==> src/rtl/pwm_measure.sv <==
// pwm_measure: measures high time and period of a PWM line in clk cycles.
// Flags a line stuck high or low when no edge arrives within counter range.
module pwm_measure #(
   parameter int CNT_WIDTH = 16
) (
   input  logic                 clk,
   input  logic                 reset,
   input  logic                 start,
   input  logic                 pwm_in,
   output logic [CNT_WIDTH-1:0] high_time,
   output logic [CNT_WIDTH-1:0] period,
   output logic                 meas_valid,
   output logic                 stuck_high,
   output logic                 stuck_low
);

   localparam logic [CNT_WIDTH-1:0] CNT_MAX = '1;
   localparam logic [CNT_WIDTH-1:0] CNT_ONE = CNT_WIDTH'(1);

   typedef enum logic [1:0] {
      S_IDLE,
      S_ARM,
      S_HIGH,
      S_LOW
   } state_t;

   state_t state;

   logic pwm_m;
   logic pwm_s;
   logic pwm_d;
   logic rise;
   logic fall;
   logic timeout;

   logic [CNT_WIDTH-1:0] cnt;
   logic [CNT_WIDTH-1:0] cnt_inc;
   logic [CNT_WIDTH-1:0] hi_lat;

   // Two-flop synchroniser plus one delay flop for edge detection
   always_ff @(posedge clk or negedge reset) begin
      if (!reset) begin
         pwm_m <= 1'b0;
         pwm_s <= 1'b0;
         pwm_d <= 1'b0;
      end else begin
         pwm_m <= pwm_in;
         pwm_s <= pwm_m;
         pwm_d <= pwm_s;
      end
   end

   assign rise    = pwm_s & ~pwm_d;
   assign fall    = ~pwm_s & pwm_d;
   assign timeout = (cnt == CNT_MAX);

   // Saturating increment so the counter can never wrap
   always_comb begin
      cnt_inc = cnt;
      if (cnt != CNT_MAX) begin
         cnt_inc = cnt + CNT_ONE;
      end
   end

   // Measurement FSM: counts cycles between detected edges and
   // publishes a high_time/period pair on every rise after the first
   always_ff @(posedge clk or negedge reset) begin
      if (!reset) begin
         state      <= S_IDLE;
         cnt        <= '0;
         hi_lat     <= '0;
         high_time  <= '0;
         period     <= '0;
         meas_valid <= 1'b0;
         stuck_high <= 1'b0;
         stuck_low  <= 1'b0;
      end else begin
         meas_valid <= 1'b0;
         if (!start) begin
            state      <= S_IDLE;
            cnt        <= '0;
            stuck_high <= 1'b0;
            stuck_low  <= 1'b0;
         end else begin
            unique case (state)
               S_IDLE: begin
                  cnt   <= '0;
                  state <= S_ARM;
               end
               S_ARM: begin
                  if (rise) begin
                     cnt   <= CNT_ONE;
                     state <= S_HIGH;
                  end else if (timeout) begin
                     if (pwm_s) begin
                        stuck_high <= 1'b1;
                     end else begin
                        stuck_low <= 1'b1;
                     end
                     cnt <= '0;
                  end else begin
                     cnt <= cnt_inc;
                  end
               end
               S_HIGH: begin
                  if (fall) begin
                     hi_lat <= cnt;
                     cnt    <= cnt_inc;
                     state  <= S_LOW;
                  end else if (timeout) begin
                     stuck_high <= 1'b1;
                     cnt        <= '0;
                     state      <= S_ARM;
                  end else begin
                     cnt <= cnt_inc;
                  end
               end
               S_LOW: begin
                  if (rise) begin
                     period     <= cnt;
                     high_time  <= hi_lat;
                     meas_valid <= 1'b1;
                     stuck_high <= 1'b0;
                     stuck_low  <= 1'b0;
                     cnt        <= CNT_ONE;
                     state      <= S_HIGH;
                  end else if (timeout) begin
                     stuck_low <= 1'b1;
                     cnt       <= '0;
                     state     <= S_ARM;
                  end else begin
                     cnt <= cnt_inc;
                  end
               end
               default: begin
                  cnt   <= '0;
                  state <= S_IDLE;
               end
            endcase
         end
      end
   end

endmodule

==> config.mk <==
export PLATFORM = sky130hd
export DESIGN_NAME = pwm_measure
export DESIGN_NICKNAME = d
export VERILOG_FILES = /design/src/rtl/pwm_measure.sv
export SDC_FILE = /design/constraint.sdc
export NUM_CORES = 1
export LEC_CHECK = 0
export CAP_MARGIN = 5
export CORE_ASPECT_RATIO = 2
export CORE_UTILIZATION = 36
export DETAILED_ROUTE_END_ITERATION = 12
export GPL_TIMING_DRIVEN = 0
export HOLD_SLACK_MARGIN = 0.15
export PLACE_DENSITY = 0.61
export SYNTH_ARGS = -nofsm -noshare
export SYNTH_HDL_FRONTEND = slang
export SYNTH_SLANG_ARGS = --single-unit
==> constraint.sdc <==
create_clock -name clk -period 3.2 [get_ports clk]
set_clock_uncertainty 0.15 [all_clocks]
set_input_delay 0.64 -clock clk [delete_from_list [all_inputs] [get_ports clk]]
set_output_delay 0.64 -clock clk [all_outputs]
set_load 0.05 [all_outputs]
After elaboration in Yosys (flattened, before gate mapping)
Cells that the tools add are included. Widths: inputs -> output; s select.

Bits in registers: 72. Input bits: 4. Output and inout port bits: 35.

$add $sub $neg: 1. Equal/unequal tests: 16. Multiplexer cells: 29. Bitwise operators: 4. Reduce and logical (&&, ||, !) cells: 6.

Operator list (number): $mux 16 (5); $pmux 16 s3 (1); $ne 3x3->1 const B (8); $add 16x1->16 const B (1); $eq 16x16->1 const B (1); $ne 16x16->1 const B (1); $mux 1 (15); $mux 2 (5); $pmux 2 s4 (1); $reduce_and 7->1 (1); $reduce_and 3->1 (2); $reduce_and 5->1 (1); $eq 2x2->1 const B (2); $ne 4x1->1 const B (1); $ne 4x4->1 const B (1); $ne 3x1->1 const B (1); $pmux 1 s3 (1); $and 1x1->1 (2); $eq 2x1->1 const B (1); $logic_not 2->1 (1); $not 1->1 (2); $pmux 1 s2 (1); $reduce_or 2->1 (1).

Depth between registers and ports, before layout
Depth after elaboration: 6. Depth in mapped cells: 10. Depth with buffers taken out: 9.

Worst setup path after synthesis
OpenSTA, ideal clock, no wires.

Path kind: register -> register. From: register cnt[1]. To: register cnt[0]. Setup time: 129 ps. Arrival: 2010 ps. Required time: 2921 ps. Slack: 912 ps. Stages on the path, launching flop included: 11. Period minus slack after synthesis: 2288 ps. Cell sequence: dfrtp_1 -> ha_1 -> nand3_1 -> nor4_4 -> buf_6 -> inv_1 -> ha_1 -> nor2_1 -> mux2_2 -> nand2_1 -> a21boi_0.

Word-level cells in the longest chain between the ends: 6.

Ends and longest elaborated chain: start: declaration (line 36) `logic [CNT_WIDTH-1:0] cnt;`; start signal: assignment (line 102) `cnt <= cnt_inc;`; start signal: assignment (line 108) `cnt <= cnt_inc;`; start signal: assignment (line 115) `cnt <= cnt_inc;`; $ne 16x16->1 (line 60) `if (cnt != CNT_MAX) begin`; $mux 16 (line 60); $mux 16 (line 94, 110, 127); $mux 16, on equally long branches (line 119, 106); $pmux 16 s3 (*) (line 85) `unique case (state)`; $mux 16 (*) (line 79) `if (!start) begin`.

Mark *: on every way between the ends. The rest lies on a longest branch, timed or not. A chain may end at the register's enable or synchronous reset.

Final worst setup path
Ends and elaborated chain as after synthesis.

==> reports/qor.yml <==
via_per_inst: 5.14
final_layout_size_suffix_gt1_share_pct: 25.7
setup_tns_ns: 0
min_from: "pwm_m$_DFF_PN0_"
hp-class: "reg2reg"
wl_um: 6180
ys_warn_count: 0
dieArea_sq_um: 8910
postRouteAntennaNets: 0
yosys_most_used_dff: "dfrtp_1"
status: "complete, no violations"
rows: 47
synth-edff-count: 0
layout.cells.non_filler: 394
critPathMaxFanout: 10
portBuffers: 37
grt_use_total_pct: 16.0
grt_antenna_before_repair: 0
area_growth_pct: 26.0
synth_cell_types: 41
maxCapViolCount: 0
grt_overflow: 0
ys_seq_area_share_pct: 58.8
cts.repair.resized: 0
clkLatencyLatePin_ns: 0.34
dp_cells: 379
synthTopCellsByArea: "dfrtp_1 (59%), mux2_2 (16%), nand2_1 (1.7%)"
core_area_sq_um: 8290
ir_worst_vdd_v: 0.000265
firstDrtPassIters: 4
grt_max_degree: 73
endpoint_kind: "register"
dr.first_iter.drc_count: 71
fillers: 753
first_global_vias: 2093
critPathLaunchType: "register"
hold_slack_ns: 0.212
hpwl_um: 4260
hold_buffers: 0
r2r-start: "cnt[1]$_DFF_PN0_"
async_flop_share_pct: 100
htree_levels: 3
setup_violations: 0
antennaDiodeCount: 0
grt_pass1_wl_um: 10500
avgSynthCellArea_sq_um: 12.6
drc_errors: 0
syn_area_sq_um: 3070
cp_data_arrival_time_ns: 2.72
die_y_um: 133
period_minus_slack_ns: 2.65
syn_nets: 250
setup.worst_path.start: "cnt[1]$_DFF_PN0_"
vias: 2024
io_pins: 39
yosysTopAreaCell: "dfrtp_1"
initial_core_util_pct: 37.0
clk_path_buf_depth: 2
hold_viol_final: 0
cts_buffers: 9
tritoncts: "built"
worst_pin_slew_ns: 0.910
clock-sinks: 72
clock.fmax_mhz: 377
gp_congestion: 0.774
fp.dieW_um: 67.3
slew_headroom_pct: 39.3
drv_slew: 0
path_clk_slew_ns: 0.05
power_density_nw_per_um2: 521
cp_data_required_time_ns: 3.26
fin_crit_sh_pct: 82.9
leakage_nw: 1.80
crit_type: "reg2reg"
power_mw: 2.01
cts-root-buf: "clkbuf_16"
synth_top_area_share_pct: 58.8
final_nets: 298
ys_ff_latch: 72
avgRoutedWirePerCell_um: 15.7
rsz0062_at_grt: "no"
post_cts_buffers: 0
synth_cells: 244
==> logic make-up after synthesis <==
logic type / after synthesis / share of synthesized area (%)
AO/OA/AOI/OAI: 34 / 6.45
multiplexers: 45 / 16.4
buffers and inverters: 17 / 3.02
adder cells (fa/ha/maj): 2 / 0.816
AND/OR/NAND/NOR: 73 / 14.2
flip-flops: 72 / 58.8
XOR/XNOR: 1 / 0.286
==> critical path, stage by stage, from the launching register on <==
cell      delay (ns)
dfrtp_1         0.44
ha_1            0.32
nand3_1         0.22
nor4_4          0.45
buf_6           0.21
inv_1           0.05
ha_1            0.26
nor2_1          0.03
mux2_2          0.26
nand2_1         0.06
a21boi_0        0.07
==> registers in the layout, indices dropped and copies added (netlist names), 2 cells and up <==
register   flops
cnt           16
state          2
hi_lat        16
high_time     16
period        16
==> Yosys cell counts, drive strengths merged (2+ instances only) <==
| master | count |
|---|---|
| ha | 2 |
| nand3 | 5 |
| a31oi | 3 |
| nand4 | 8 |
| a21oi | 10 |
| inv | 7 |
| nor2 | 14 |
| buf | 9 |
| nand2 | 15 |
| mux2i | 2 |
| mux2 | 43 |
| or3 | 4 |
| nor3 | 7 |
| and3 | 3 |
| nand2b | 3 |
| and2 | 2 |
| nor2b | 3 |
| o21ai | 13 |
| a211oi | 3 |
| and4 | 3 |
| dfrtp | 72 |
==> cell type report <==
type,count,area [sq um],share of cell area [%]
sequential,72,1800,46.6
multi-input combinational,155,1170,30.3
timing repair buffer,37,368,9.52
clock buffer,12,267,6.90
tap,98,123,3.17
buffer,10,66.3,1.72
clock inverter,3,40.0,1.04
inverter,7,26.3,0.680
==> stage by stage <==
step	cell area (sq um)	utilization [%]	setup WS (ns)
6_report	3860	46.6	0.548
5_1_grt	3860	46.6	0.298
4_1_cts	3860	46.6	0.514
3_5_place_dp	3560	42.9	0.530
3_3_place_gp	3560	42.9	-1.09
2_1_floorplan	3070	-	0.912
==> metal layers <==
metal  global-route usage, %  wire length (um)
met5                       0                 0
met4                    8.87               154
met3                    3.36               152
met2                    26.2              3390
met1                    18.8              2480
==> path summary, 6_finish.rpt <==
check / end / slack [ns] / depth (start not counted)
max: cnt[0]$_DFF_PN0_ / 0.55 / 10
min: pwm_s$_DFF_PN0_ / 0.21 / 0
max reg2reg: cnt[0]$_DFF_PN0_ / 0.55 / 10
min reg2reg: pwm_s$_DFF_PN0_ / 0.21 / 0
max in group asynchronous: high_time[11]$_DFFE_PN0P_ / 2.02 / 1
min in group asynchronous: high_time[13]$_DFFE_PN0P_ / 0.27 / 1
==> cell usage in the layout (no fill, tap or decap), types with 2 or more instances in the layout <==
cell / instances
buf_6: 2
ha_1: 2
and4_1: 3
dfrtp_1: 72
clkbuf_8: 3
nand2_1: 14
mux2_2: 43
nand4_1: 6
a21oi_1: 10
nand2b_1: 3
buf_4: 3
buf_2: 5
nor3_1: 5
or3_1: 4
nor3_2: 2
o21ai_0: 10
and2_1: 2
nand4_2: 2
mux2i_1: 2
o21ai_1: 3
clkbuf_16: 9
nor2b_1: 3
a211oi_1: 3
nand3_1: 4
clkdlybuf4s50_1: 36
clkinv_2: 2
nor2_1: 14
inv_1: 7
and3_1: 3
a31oi_1: 3
==> power by group <==
group / switching [mW] / internal [mW] / total, mW
sequential: 0.00763 / 0.920 / 0.927
combinational: 0.0453 / 0.0211 / 0.0664
clock: 0.361 / 0.659 / 1.02
total: 0.414 / 1.60 / 2.01
No activity file was read; power rests on OpenSTA's default activity.
